$ cat src/rtl/mem_port_arbiter.sv
// Round-robin arbiter sharing one word-wide memory port among NUM_REQ requesters.
// A grant stays locked to its owner for as long as the owner holds ce.
module mem_port_arbiter #(
  parameter int NUM_REQ  = 4,
  parameter int ADDR_W   = 32,
  parameter int DATA_W   = 32,
  parameter int MAX_HOLD = 0
) (
  input  logic                      clk,
  input  logic                      rst,
  input  logic [NUM_REQ-1:0]        req_ce_i,
  input  logic [NUM_REQ-1:0]        req_we_i,
  input  logic [NUM_REQ*ADDR_W-1:0] req_addr_i,
  input  logic [NUM_REQ*4-1:0]      req_width_i,
  input  logic [NUM_REQ*DATA_W-1:0] req_data_i,
  output logic [NUM_REQ-1:0]        req_ready_o,
  output logic [DATA_W-1:0]         req_data_o,
  output logic                      mem_ce_o,
  output logic                      mem_we_o,
  output logic [ADDR_W-1:0]         mem_addr_o,
  output logic [3:0]                mem_width_o,
  output logic [DATA_W-1:0]         mem_data_o,
  input  logic [DATA_W-1:0]         mem_data_i,
  input  logic                      mem_ready_i,
  output logic [NUM_REQ-1:0]        grant_o,
  output logic                      hold_err_o
);

  localparam int IDX_W = (NUM_REQ > 1) ? $clog2(NUM_REQ) : 1;
  localparam int CNT_W = (MAX_HOLD < 65535) ? 16 : 32;
  localparam logic [CNT_W-1:0] HOLD_LIM = CNT_W'(MAX_HOLD);
  localparam logic [IDX_W-1:0] LAST_RST = IDX_W'(NUM_REQ - 1);

  localparam logic [0:0] S_IDLE = 1'b0;
  localparam logic [0:0] S_BUSY = 1'b1;

  logic [0:0]       state_q, state_d;
  logic [IDX_W-1:0] owner_q, owner_d;
  logic [IDX_W-1:0] last_q, last_d;
  logic [CNT_W-1:0] hold_cnt_q, hold_cnt_d;
  logic             hold_err_q, hold_err_d;

  logic [IDX_W-1:0] search_base;
  logic [IDX_W-1:0] cand;
  logic [IDX_W-1:0] win_idx;
  logic             win_found;
  logic             owner_ce;

  function automatic logic [CNT_W-1:0] sat_inc(input logic [CNT_W-1:0] v);
    logic [CNT_W-1:0] r;
    r = (v == {CNT_W{1'b1}}) ? v : v + 1'b1;
    return r;
  endfunction

  assign owner_ce = req_ce_i[owner_q];

  // Rotating search: starts after the last owner from IDLE, after the current owner on release
  always_comb begin
    search_base = (state_q == S_BUSY) ? owner_q : last_q;
    win_found   = 1'b0;
    win_idx     = '0;
    cand        = '0;
    for (int k = 1; k <= NUM_REQ; k++) begin
      cand = IDX_W'((int'(search_base) + k) % NUM_REQ);
      if (!win_found && req_ce_i[cand]) begin
        win_found = 1'b1;
        win_idx   = cand;
      end
    end
  end

  always_comb begin
    state_d    = state_q;
    owner_d    = owner_q;
    last_d     = last_q;
    hold_cnt_d = hold_cnt_q;
    hold_err_d = hold_err_q;
    case (state_q)
      S_IDLE: begin
        if (win_found) begin
          state_d    = S_BUSY;
          owner_d    = win_idx;
          hold_cnt_d = '0;
        end
      end
      default: begin
        if (owner_ce) begin
          hold_cnt_d = sat_inc(hold_cnt_q);
          if (MAX_HOLD != 0 && hold_cnt_d >= HOLD_LIM) begin
            hold_err_d = 1'b1;
          end
        end else begin
          // Release cycle: hand off directly to a pending requester when there is one
          last_d = owner_q;
          if (win_found) begin
            owner_d    = win_idx;
            hold_cnt_d = '0;
          end else begin
            state_d = S_IDLE;
          end
        end
      end
    endcase
  end

  always_ff @(posedge clk) begin
    if (rst) begin
      state_q    <= S_IDLE;
      owner_q    <= '0;
      last_q     <= LAST_RST;
      hold_cnt_q <= '0;
      hold_err_q <= 1'b0;
    end else begin
      state_q    <= state_d;
      owner_q    <= owner_d;
      last_q     <= last_d;
      hold_cnt_q <= hold_cnt_d;
      hold_err_q <= hold_err_d;
    end
  end

  // Port mux is gated by rst so a reset mid-burst drops the memory port in the same cycle
  always_comb begin
    mem_ce_o    = 1'b0;
    mem_we_o    = 1'b0;
    mem_addr_o  = '0;
    mem_width_o = '0;
    mem_data_o  = '0;
    req_ready_o = '0;
    grant_o     = '0;
    if (!rst && state_q == S_BUSY) begin
      grant_o[owner_q] = 1'b1;
      mem_addr_o       = req_addr_i[int'(owner_q)*ADDR_W +: ADDR_W];
      mem_width_o      = req_width_i[int'(owner_q)*4 +: 4];
      mem_data_o       = req_data_i[int'(owner_q)*DATA_W +: DATA_W];
      if (owner_ce) begin
        mem_ce_o             = 1'b1;
        mem_we_o             = req_we_i[owner_q];
        req_ready_o[owner_q] = mem_ready_i;
      end
    end
  end

  assign req_data_o = mem_data_i;
  assign hold_err_o = hold_err_q;

endmodule

$ cat config.mk
export PLATFORM = sky130hd
export DESIGN_NAME = mem_port_arbiter
export DESIGN_NICKNAME = d
export VERILOG_FILES = /design/src/rtl/mem_port_arbiter.sv
export SDC_FILE = /design/constraint.sdc
export NUM_CORES = 1
export LEC_CHECK = 0
export ABC_AREA = 1
export BUFFER_PORTS_ARGS = -buffer_cell sky130_fd_sc_hd__buf_4
export CORE_AREA = 2 2 166 168
export DETAILED_ROUTE_END_ITERATION = 10
export DIE_AREA = 0 0 168 170
export SYNTH_ARGS = -nofsm -noshare
export SYNTH_HDL_FRONTEND = slang
export SYNTH_SLANG_ARGS = --single-unit
$ cat constraint.sdc
create_clock -name clk -period 1.55 [get_ports clk]
set_clock_uncertainty 0.2 [all_clocks]
set_input_delay 0.155 -clock clk [delete_from_list [all_inputs] [get_ports clk]]
set_output_delay 0.155 -clock clk [all_outputs]
set_load 0.05 [all_outputs]
After elaboration in Yosys (flattened, before gate mapping)
Cells that the tools add are included.

Register bits after elaboration: 5. Latch bits: 0. RAM bits: 0. Memory bits (read-only): 0. Bits of input ports: 315. Output and inout bits: 111. Word-level logic and storage cells: 68. Memories: 0.

$add $sub $neg: 4. Multiply operators: 0. Div/mod/pow operators: 0. Magnitude comparators: 6. Equal/unequal tests: 1. Shifts and indexed selects: 3. Multiplexer cells: 39. Bitwise gates (word level): 2. Reduce and logical (&&, ||, !) cells: 10.

Operator list (number): $shiftx 128x8->32 (2); $mux 32 (2); $mux 1 (18); $mux 2 (8); $mux 4 (4); $shiftx 16x5->4 (1); $lt 2x3->1 const B (5); $bmux 1 s2 (6); $logic_and 1x1->1 (5); $add 2x1->2 const B (2); $add 2x2->2 const B (2); $and 4x4->4 (1); $logic_not 1->1 (4); $demux 1 s2 (1); $ge 2x1->1 const B (1); $ne 2x2->1 const B (1); $reduce_and 2->1 (1); $not 1->1 (1).

Depth between registers and ports, before layout
Gate-level depths: netlist of run 1.

Depth in word-level cells: 17. Mapped depth: 13. Mapped depth without buffers: 12.

Least setup slack after synthesis of run 1
OpenSTA, ideal clock, no wires.

Kind: register to output. From: register owner_q[0]. To: output port req_ready_o[1]. Arrival: 2177 ps. Data required time: 1195 ps. Setup slack: -982 ps. Stages on the path, launching flop included: 7. Path buffers: 2. Cells stage by stage: dfxtp_1 > inv_1 > nor2_2 > buf_2 > buf_2 > inv_1 > nor3_1.

Word-level cells in the longest chain between the ends: 7. Elaborated cells on any way between the ends: 10. Classes of those cells: 2 x order compare; 6 x mux; 1 x bitwise; 1 x reduce/logical.

Ends and longest elaborated chain: start, declared (line 38) `logic [IDX_W-1:0] owner_q, owner_d;`; start signal, assigned (line 115) `owner_q <= owner_d;`; $lt 2x3->1 (implied by the code) / $ge 2x1->1 (equally long branches) (line 139) `req_ready_o[owner_q] = mem_ready_i;`; $logic_and 1x1->1 (implied by the code) (line 139); $mux 1 (implied by the code) (line 139); $demux 1 s2 (line 139); $and 4x4->4 (no line); $mux 4 (*) (line 136) `if (owner_ce) begin`; $mux 4 (*) (line 131) `if (!rst && state_q == S_BUSY) begin`; end, declared (line 16) `output logic [NUM_REQ-1:0] req_ready_o,`.

Mark *: on every way between the ends. The rest lies on a longest branch, timed or not. The select of a mux whose other input is x is not followed.

Worst setup path in the final report of run 1
From: register owner_q[0]. To: output port mem_we_o.

Word-level cells in the longest chain between the ends: 4. Elaborated cells on any way between the ends: 6. Classes of those cells: 6 x mux.

Ends and longest elaborated chain: $bmux 1 s2, on equally long branches (line 138, 55); $mux 1, on equally long branches (line 138, 55); $mux 1 (*) (line 136); $mux 1 (*) (line 131); end, declared (line 19) `output logic mem_we_o,`.

Marked as above.

==> results of run 1 <==
==> logic make-up after synthesis <==
family | count (synthesis) | share of synthesized area (%)
AO/OA/AOI/OAI | 214 | 58.9
other | 1 | 0.155
AND/OR/NAND/NOR | 99 | 17.4
buffers and inverters | 87 | 19.4
flip-flops | 5 | 4.14
==> cell type report <==
class,instances,share of cell area [%]
inverters,17,1.19
multi-input cells,314,40.0
repair buffers,450,51.3
well taps,341,5.18
flip-flops and latches,5,1.32
clock buffers,4,0.957
==> flip-flops by register name, indices dropped and copies added, names as in the netlist <==
| name | flops |
|---|---|
| last_q | 2 |
| state_q | 1 |
| owner_q | 2 |
==> cell usage in the layout, fill, tap and decap left out <==
master,Yosys,layout
o211ai_1,2,2
buf_8,0,9
a221oi_2,0,1
inv_2,3,3
a21oi_2,0,1
nand3_1,9,9
buf_6,1,75
inv_6,0,3
a22oi_2,0,89
bufbuf_16,0,3
buf_12,0,22
a21oi_1,71,2
buf_16,0,3
o22ai_1,1,1
conb_1,1,1
o21ai_0,2,1
a22o_1,1,1
nand2_4,1,7
clkinv_8,0,1
nand4_1,4,4
nand2_1,62,40
nor3_4,0,5
dfxtp_1,5,2
dlygate4sd3_1,0,1
clkbuf_1,26,1
clkinvlp_4,0,1
buf_4,33,332
nor2_1,12,6
nor2_4,0,7
a22oi_1,136,47
inv_4,0,1
dfxtp_2,0,1
a21oi_4,0,68
inv_1,12,8
nand2_8,0,2
clkbuf_16,0,8
o21ai_2,0,1
dfxtp_4,0,2
nand2_2,5,19
==> path summary, 6_finish.rpt <==
kind / startpoint / endpoint / cells after the start
worst max register to register: owner_q[1] / owner_q[1] / 14
worst min-delay path: mem_data_i[13] / req_data_o[13] / 0
worst min register to register: last_q[0] / last_q[0] / 3
worst max-delay path: owner_q[0] / mem_we_o / 8
==> where the power goes <==
part / switching, W / total [W] / internal (W) / leakage [nW]
logic: 0.00609 / 0.0108 / 0.00473 / 3.34
clock network: 0.0000874 / 0.000429 / 0.000341 / 0.0382
registers: 0.0000729 / 0.000263 / 0.000190 / 0.0429
==> metrics by stage <==
stage	hold WS (ps)	total power [W]	utilization, %	instance area, µm²	instances
after floorplan	26.8	0.00604	-	3520	406
after global placement	110	0.00857	25.5	6800	1092
after detailed placement	110	0.00862	25.5	6800	1092
after CTS	110	0.0105	28.9	7700	1108
after global routing	110	0.0121	30.9	8230	1131
final	110	0.0115	30.9	8230	1131
==> worst register-to-register path, delay by kind of cell, from the launching register on <==
| kind | cells | cell delay [ps] |
|---|---|---|
| buffers and inverters | 4 | 480 |
| DFF | 1 | 370 |
| and+or+nand+nor | 10 | 740 |
==> layer usage <==
| metal | track usage (%) | share of wire [%] | wire [µm] |
|---|---|---|---|
| met1 | 13.7 | 36 | 7630 |
| met5 | 0 | 0 | 0 |
| met2 | 23.4 | 53 | 11200 |
| met4 | 4.99 | 3.4 | 716 |
| met3 | 2.26 | 6.7 | 1410 |
==> repair_timing <==
| action | in CTS | in global routing |
|---|---|---|
| hold endpoints to repair | 1 | 0 |
| pin swaps | 4 | 21 |
| resized for setup | 144 | 65 |
| endpoints found under the setup margin | 83 | 83 |
| cloned | 6 | 5 |
| hold buffers | 1 | 0 |
| setup buffers | 5 | 18 |
==> metrics.md, run 1 <==
| Metric | Value |
|---|---|
| Status | `finished, violations left` |
| Failing checks | `negative setup slack` |
| FFs w/ async S/R, synth | `0%` |
| Number of DRC markers in iteration 0 | `142` |
| Most frequent cell after synthesis | `a22oi_1` |
| Multi-input logic area | `0.00329 mm²` |
| Antenna diodes | `0` |
| Slew Limit Fails | `0` |
| Peak supply drop | `0.712 mV` |
| Total congestion overflow | `0` |
| Post-DR wirelength/cell | `18.5 µm` |
| P per Cell Area | `1400 mW/mm²` |
| Actual slew at the worst max-slew pin | `535 ps` |
| Post-synthesis sequential area ratio | `4.14%` |
| Final Net Count | `1106` |
| CTS max path bufs | `2` |
| Fin Setup TNS | `-35200 ps` |
| First-pass GRT wire length | `27.9 mm` |
| Endpoints failing setup | `83` |
| Detailed-route via count | `4893` |
| Reg area | `109 µm²` |
| Final worst setup slack | `-534 ps` |
| Setup Crit Path Kind | `reg2out` |
| ANT nets after route | `0` |
| Chip width | `168 µm` |
| Synth Instances | `406` |
| Avg Cell Area, Syn | `5.96 µm²` |
| Synthesized flop and latch total | `5` |
| Crit path launch type | `flip-flop` |
| Syn_nets | `721` |
| Peak fanout along the critical path | `6` |
| Share of layout cells above drive strength 1 | `84.1%` |
| Ys Warns | `0` |
| I/O Buffers | `360` |
| Worst min-delay path category | `in2out` |
| Crit-path most repeated cell | `buf_12` |
| Netlist cell types | `25` |
| Htree depth | `1` |
| Number of buffers created by CTS | `3` |
| Post-synth EDFFs | `0` |
| Area leader, netlist | `a22oi_1` |
| Vias in the first global route | `4973` |
| Io pins | `426` |
| Initial cell density of the core | `9.08%` |
| Pre-antenna DRT Iters | `5` |
| Total GRT Usage | `12.4%` |
| Post-synth top area share | `42.2%` |
| Crit path capture type | `primary output` |
| Die H | `170 µm` |
| Final HPWL DP | `14.5 mm` |
| Period utilization | `134%` |
| CP max-delay cell | `dfxtp_4` |
| FP Rows | `60` |
| FF-to-FF setup slack | `-360 ps` |
| Clock Latency Late Sink | `230 ps` |
| CTS tree | `yes` |
| Worst Path Buf+Inv | `4` |
| Max-capacitance violation count | `0` |
| Initial antenna violation count | `0` |
| Post-route DRC | `0` |
| Post-synthesis cell area | `0.00242 mm²` |
| RSZ-0062 raised after global routing | `yes` |
| Slew HR | `64.3%` |
| Final wirelength | `20.9 mm` |
| Gp weighted congestion | `0.812` |
| Top cells by count, synth | `a22oi_1 (136), a21oi_1 (71), nand2_1 (62)` |
| Synth Flop Type | `dfxtp_1` |
| Critical-path cell list | `inv_6 -> nor2_4 -> buf_12 -> buf_12 -> a22o_1 -> a221oi_2 -> nor3_4 -> buf_6` |
| Crit-path max cell delay | `350 ps` |
| Largest net degree at the start of global routing | `40` |
| Delay-heaviest family, CP | `buffers and inverters` |
| Pre-CTS setup slack | `-293 ps` |
| Die area | `0.0286 mm²` |
| Final hold violations | `0` |
| Vias per cell | `4.33` |
| Largest cells by area after synthesis | `a22oi_1 (42%), a21oi_1 (15%), buf_4 (10%)` |
| F_max | `480 MHz` |
| Core area | `0.0267 mm²` |
| Area growth, synth to finish | `240%` |
| Worst Path Arrival | `1730 ps` |
| Critical path data required time | `1190 ps` |
| Root cell of the clock tree | `clkbuf_16` |
| CTS sink count | `5` |
| Fillers | `2732` |
| Crit path time final | `2080 ps` |
| Leakage power | `3.42 nW` |
| CTS clock-pin slew for the worst setup and hold paths | `30 ps` |
Note: power is estimated with default switching activity, not from simulation.
==> inputs of run 2 (changes only) <==
- SETUP_SLACK_MARGIN: not set -> 0.1
==> metrics.md, run 2 (same netlist as run 1, synthesis figures left out) <==
| Metric | Value |
|---|---|
| Post-route DRC | `0` |
| Vias per cell | `4.41` |
| Crit path time final | `2050 ps` |
| CTS clock-pin slew for the worst setup and hold paths | `40 ps` |
| Detailed-route via count | `4976` |
| Post-Route Utilization | `31.1%` |
| Vias in the first global route | `4928` |
| DRT met1 WL | `8.11 mm` |
| Period utilization | `132%` |
| Root cell of the clock tree | `clkbuf_16` |
| FP Rows | `60` |
| Area growth, synth to finish | `243%` |
| Total congestion overflow | `0` |
| Hold wc startpoint | `mem_data_i[17]` |
| F_max | `489 MHz` |
| Max-capacitance violation count | `0` |
| Initial cell density of the core | `9.08%` |
| Worst Path Arrival | `1690 ps` |
| I/O Buffers | `360` |
| Final Net Count | `1103` |
| Final worst setup slack | `-496 ps` |
| Gp weighted congestion | `0.883` |
| Share of layout cells above drive strength 1 | `85.1%` |
| CTS sink count | `5` |
| Hold endpoint | `req_data_o[17]` |
| Die H | `170 µm` |
| Clock Latency Late Sink | `240 ps` |
| Fin Setup TNS | `-32730 ps` |
| Final Total Pwr | `0.0114 W` |
| ANT nets after route | `0` |
| Slew Limit Fails | `0` |
| Hold Path Cell Cnt | `0` |
| FF-to-FF setup slack | `-260 ps` |
| Peak fanout along the critical path | `5` |
| Commonest non-fill, non-tap cell in the layout | `buf_4` |
| Core area | `0.0267 mm²` |
| Number of DRC markers in iteration 0 | `143` |
| Crit path capture type | `primary output` |
| Largest net degree at the start of global routing | `40` |
| Final HPWL DP | `14.6 mm` |
| R2R Path Start | `owner_q[0]` |
| CTS max path bufs | `2` |
| Regs by FF count | `last_q (2), owner_q (2), state_q (1)` |
| Final hold violations | `0` |
| DR WL met2 | `11.2 mm` |
| Critical path data required time | `1190 ps` |
| First-pass GRT wire length | `28.2 mm` |
| Commonest cells after routing, fill and taps aside | `buf_4 (326), a22oi_2 (88), buf_6 (76)` |
| Initial antenna violation count | `0` |
| Leakage power | `3.45 nW` |
| P per Cell Area | `1380 mW/mm²` |
| Die area | `0.0286 mm²` |
| Crit path launch type | `flip-flop` |
| Met3 wire len | `1.46 mm` |
| Post-DR wirelength/cell | `19.0 µm` |
| Htree depth | `1` |
| Top routing layer used | `met4` |
| Endpoints failing setup | `83` |
| Failing checks | `negative setup slack` |
| Total GRT Usage | `12.8%` |
| Io pins | `426` |
| Worst min-delay path category | `in2out` |
| Peak supply drop | `0.781 mV` |
| RSZ-0062 raised after global routing | `yes` |
| Setup Crit Path Kind | `reg2out` |
| R2R cell count | `12` |
| Reg2reg end | `owner_q[1]` |
| Status | `finished, violations left` |
| Number of buffers created by CTS | `3` |
| Chip width | `168 µm` |
| CTS tree | `yes` |
| Antenna diodes | `0` |
| Pre-antenna DRT Iters | `4` |
| Final wirelength | `21.5 mm` |
-- run 2: what timing repair did --
item | 4_1_cts | 5_1_grt
pin swaps | 20 | 20
setup buffers | 6 | 5
resized for setup | 166 | 97
cloned | 9 | 6
setup endpoints to repair | 83 | 83
hold buffers | 1 | 0
endpoints found under the hold margin | 1 | 0
-- run 2: routing by layer --
layer | up-vias | GRT usage (%)
li1 | 2289 | -
met1 | 2381 | 15.1
met2 | 267 | 23.2
met3 | 39 | 2.28
met4 | 0 | 4.39
met5 | - | 0
-- run 2: cell type report --
cell class	count	area, µm²
clock buffer	4	78.8
multi-input combinational	315	3350
fill	2737	18400
sequential	5	113
inverter	17	111
timing repair buffer	446	4220
tap	341	427
-- run 2: power breakdown --
| part | internal (W) | switching [W] | total, W |
|---|---|---|---|
| clock | 0.000343 | 0.000106 | 0.000449 |
| combinational | 0.00456 | 0.00615 | 0.0107 |
| sequential | 0.000192 | 0.0000961 | 0.000288 |
-- run 2: worst max-delay path, cell delays in order, from the launching register on --
cell and delay, ps:
dfxtp_4 360, inv_6 90, nand2_4 90, o22ai_1 190, a21oi_1 70, o21ai_2 110, nand2_4 130, nor3_4 200
buf_6 200
-- run 2: per-stage QoR --
| stage | cell area, µm² | worst slack (ps) | instances | hold slack, ps |
|---|---|---|---|---|
| floorplan | 3370 | -194 | 406 | 26.8 |
| global placement | 6720 | -318 | 1099 | 110 |
| detailed placement | 6720 | -320 | 1099 | 110 |
| CTS | 7710 | -478 | 1118 | 110 |
| global route | 8300 | -582 | 1128 | 110 |
| finish | 8300 | -496 | 1128 | 110 |
-- run 2: worst max path at each step --
stage	start	endpoint	slack, ps	cells past startpoint
finish	owner_q[0]	req_ready_o[2]	-500	8
global route	owner_q[0]	req_ready_o[2]	-580	8
detailed placement	owner_q[1]	mem_data_o[8]	-320	6
global placement	owner_q[1]	mem_data_o[8]	-320	6
CTS	owner_q[1]	mem_we_o	-480	8
floorplan	owner_q[1]	req_ready_o[0]	-190	7
==> inputs of run 3 (changes only) <==
- CTS_CLUSTER_DIAMETER: not set -> 120
- HOLD_SLACK_MARGIN: not set -> 0.12
==> metrics.md, run 3 (same netlist as run 1, synthesis figures left out) <==
| Metric | Value |
|---|---|
| RSZ-0062 raised after global routing | `yes` |
| Crit path depth | `6` |
| FF-to-FF setup slack | `-240 ps` |
| Internal power | `0.00504 W` |
| F_max | `488 MHz` |
| Endpoints failing setup | `83` |
| FP Rows | `60` |
| Detailed-route via count | `5050` |
| Share of layout cells above drive strength 1 | `79.6%` |
| Clock Power Share | `3.9%` |
| I/O Buffers | `360` |
| Switching part of the total power | `56.0%` |
| First-pass GRT wire length | `28.8 mm` |
| Post-route DRC | `0` |
| Area growth, synth to finish | `250%` |
| Core area | `0.0267 mm²` |
| Vias per cell | `4.36` |
| Peak supply drop | `0.723 mV` |
| Delay-heaviest family, CP | `buffers and inverters` |
| Reg2reg end | `owner_q[1]` |
| Critical path data required time | `1190 ps` |
| Switching Power | `0.00642 W` |
| Initial cell density of the core | `9.08%` |
| Number of DRC markers in iteration 0 | `210` |
| CTS max path bufs | `2` |
| Critical-path cell list | `inv_6 -> nor2_4 -> buf_12 -> a22oi_2 -> a21oi_2 -> buf_6` |
| Non-Filler Cell Area, Final | `0.00848 mm²` |
| Worst Setup SP | `owner_q[0]` |
| Die area | `0.0286 mm²` |
| Crit path time final | `2050 ps` |
| Slew Limit Fails | `0` |
| Leakage power | `3.56 nW` |
| Commonest cells after routing, fill and taps aside | `buf_4 (330), buf_6 (74), a22oi_2 (70)` |
| Hold Path Cell Cnt | `4` |
| CTS tree | `yes` |
| Regs by FF count | `last_q (2), owner_q (2), state_q (1)` |
| Combinational Power Share | `93.6%` |
| Crit path launch type | `flip-flop` |
| P per Cell Area | `1350 mW/mm²` |
| Placed Cells | `1099` |
| Commonest non-fill, non-tap cell in the layout | `buf_4` |
| Crit-path max cell delay | `380 ps` |
| Sequential share of power | `2.5%` |
| Post-Route Utilization | `31.8%` |
| Final HPWL DP | `14.6 mm` |
| Final wirelength | `21.5 mm` |
| Final hold violations | `0` |
| Vias in the first global route | `5117` |
| Slew HR | `64.2%` |
| Non-filler cells, final | `1159` |
| Pre-antenna DRT Iters | `4` |
| CTS sink count | `5` |
| Worst min-delay path category | `in2reg` |
| Io pins | `426` |
| Number of buffers created by CTS | `3` |
| Root cell of the clock tree | `clkbuf_16` |
| Hold wc startpoint | `rst` |
| Crit path capture type | `primary output` |
| Pre-CTS setup slack | `-320 ps` |
| Worst Path Arrival | `1700 ps` |
| Htree depth | `1` |
| Failing checks | `negative setup slack` |
| Antenna diodes | `0` |
| R2R cell count | `11` |
| Clock Latency Late Sink | `240 ps` |
| Max-capacitance violation count | `0` |
| Setup crit end | `mem_data_o[2]` |
| Initial antenna violation count | `0` |
| Post-DR wirelength/cell | `18.6 µm` |
| Final worst setup slack | `-500 ps` |
| Fin Setup TNS | `-33030 ps` |
| Status | `finished, violations left` |
| ANT nets after route | `0` |
| Setup Crit Path Kind | `reg2out` |
| Dpl cell area | `0.00672 mm²` |
| Period utilization | `132%` |
| Actual slew at the worst max-slew pin | `535 ps` |
| Total congestion overflow | `0` |
| Gp weighted congestion | `0.883` |
| Chip width | `168 µm` |
| Total GRT Usage | `13.0%` |
| Final Net Count | `1134` |
| CP max-delay cell | `dfxtp_4` |
| Die H | `170 µm` |
| Largest net degree at the start of global routing | `40` |
| Peak fanout along the critical path | `31` |
| CTS clock-pin slew for the worst setup and hold paths | `40 ps` |
| Worst Path Buf+Inv | `3` |
| R2R Path Start | `owner_q[1]` |
[run 3: changes by cell type in the layout (fill, tap and decap cells not counted)]
cell           delta
buf_4             +4
a22oi_1          +18
buf_12            +1
buf_16            -1
buf_6             -2
clkinv_8          -1
dlygate4sd3_1    +32
a22oi_2          -18
buf_8             -3
inv_4             -1
inv_8             +1
inv_6             +1
[run 3: worst min path at each step]
stage / end / slack [ps]
2_1_floorplan: state_q / 30
6_report: last_q[1] / 180
5_1_grt: last_q[1] / 200
4_1_cts: last_q[1] / 180
3_3_place_gp: req_data_o[10] / 110
3_5_place_dp: req_data_o[10] / 110
[run 3: repair_timing]
| action | 4_1_cts | 5_1_grt |
|---|---|---|
| cloned | 9 | 4 |
| setup buffers | 6 | 5 |
| hold buffers | 33 | 0 |
| gates resized for setup | 166 | 68 |
| endpoints found under the setup margin | 83 | 83 |
| pin swaps | 20 | 13 |
| endpoints found under the hold margin | 33 | 0 |
[run 3: cell type report]
class                           count  area, µm²
Fill cell                        2710      18200
Inverter                           17        109
Clock buffer                        4       78.8
Sequential cell                     5        113
Multi-Input combinational cell    315       3260
Timing Repair Buffer              477       4490
Tap cell                          341        427
[run 3: stage by stage]
stage | hold slack, ps | total power, W
floorplan | 26.8 | 0.00582
global placement | 110 | 0.00837
detailed placement | 110 | 0.00843
CTS | 183 | 0.0105
global route | 198 | 0.0120
finish | 181 | 0.0115
[run 3: tightest hold or removal path, delay by kind of cell]
family / cells / cell delay (ps)
AOI/OAI and AO/OA: 1 / 80
buffers and inverters: 3 / 340
[run 3: metal layers]
metal	global-route usage [%]	vias up	wire length (µm)
met1	15.1	2393	8140
met5	0	-	0
met2	24.3	285	11300
met3	2.35	24	1570
li1	-	2348	-
met4	3.67	0	556
[run 3: power groups by stage]
stage / registers [W] / logic, W / clock network, W
5_1_grt: 0.000294 / 0.0113 / 0.000459
3_3_place_gp: 0.000255 / 0.00812 / 0
3_5_place_dp: 0.000258 / 0.00817 / 0
6_report: 0.000289 / 0.0107 / 0.000446
2_1_floorplan: 0.000242 / 0.00558 / 0
4_1_cts: 0.000279 / 0.00977 / 0.000451
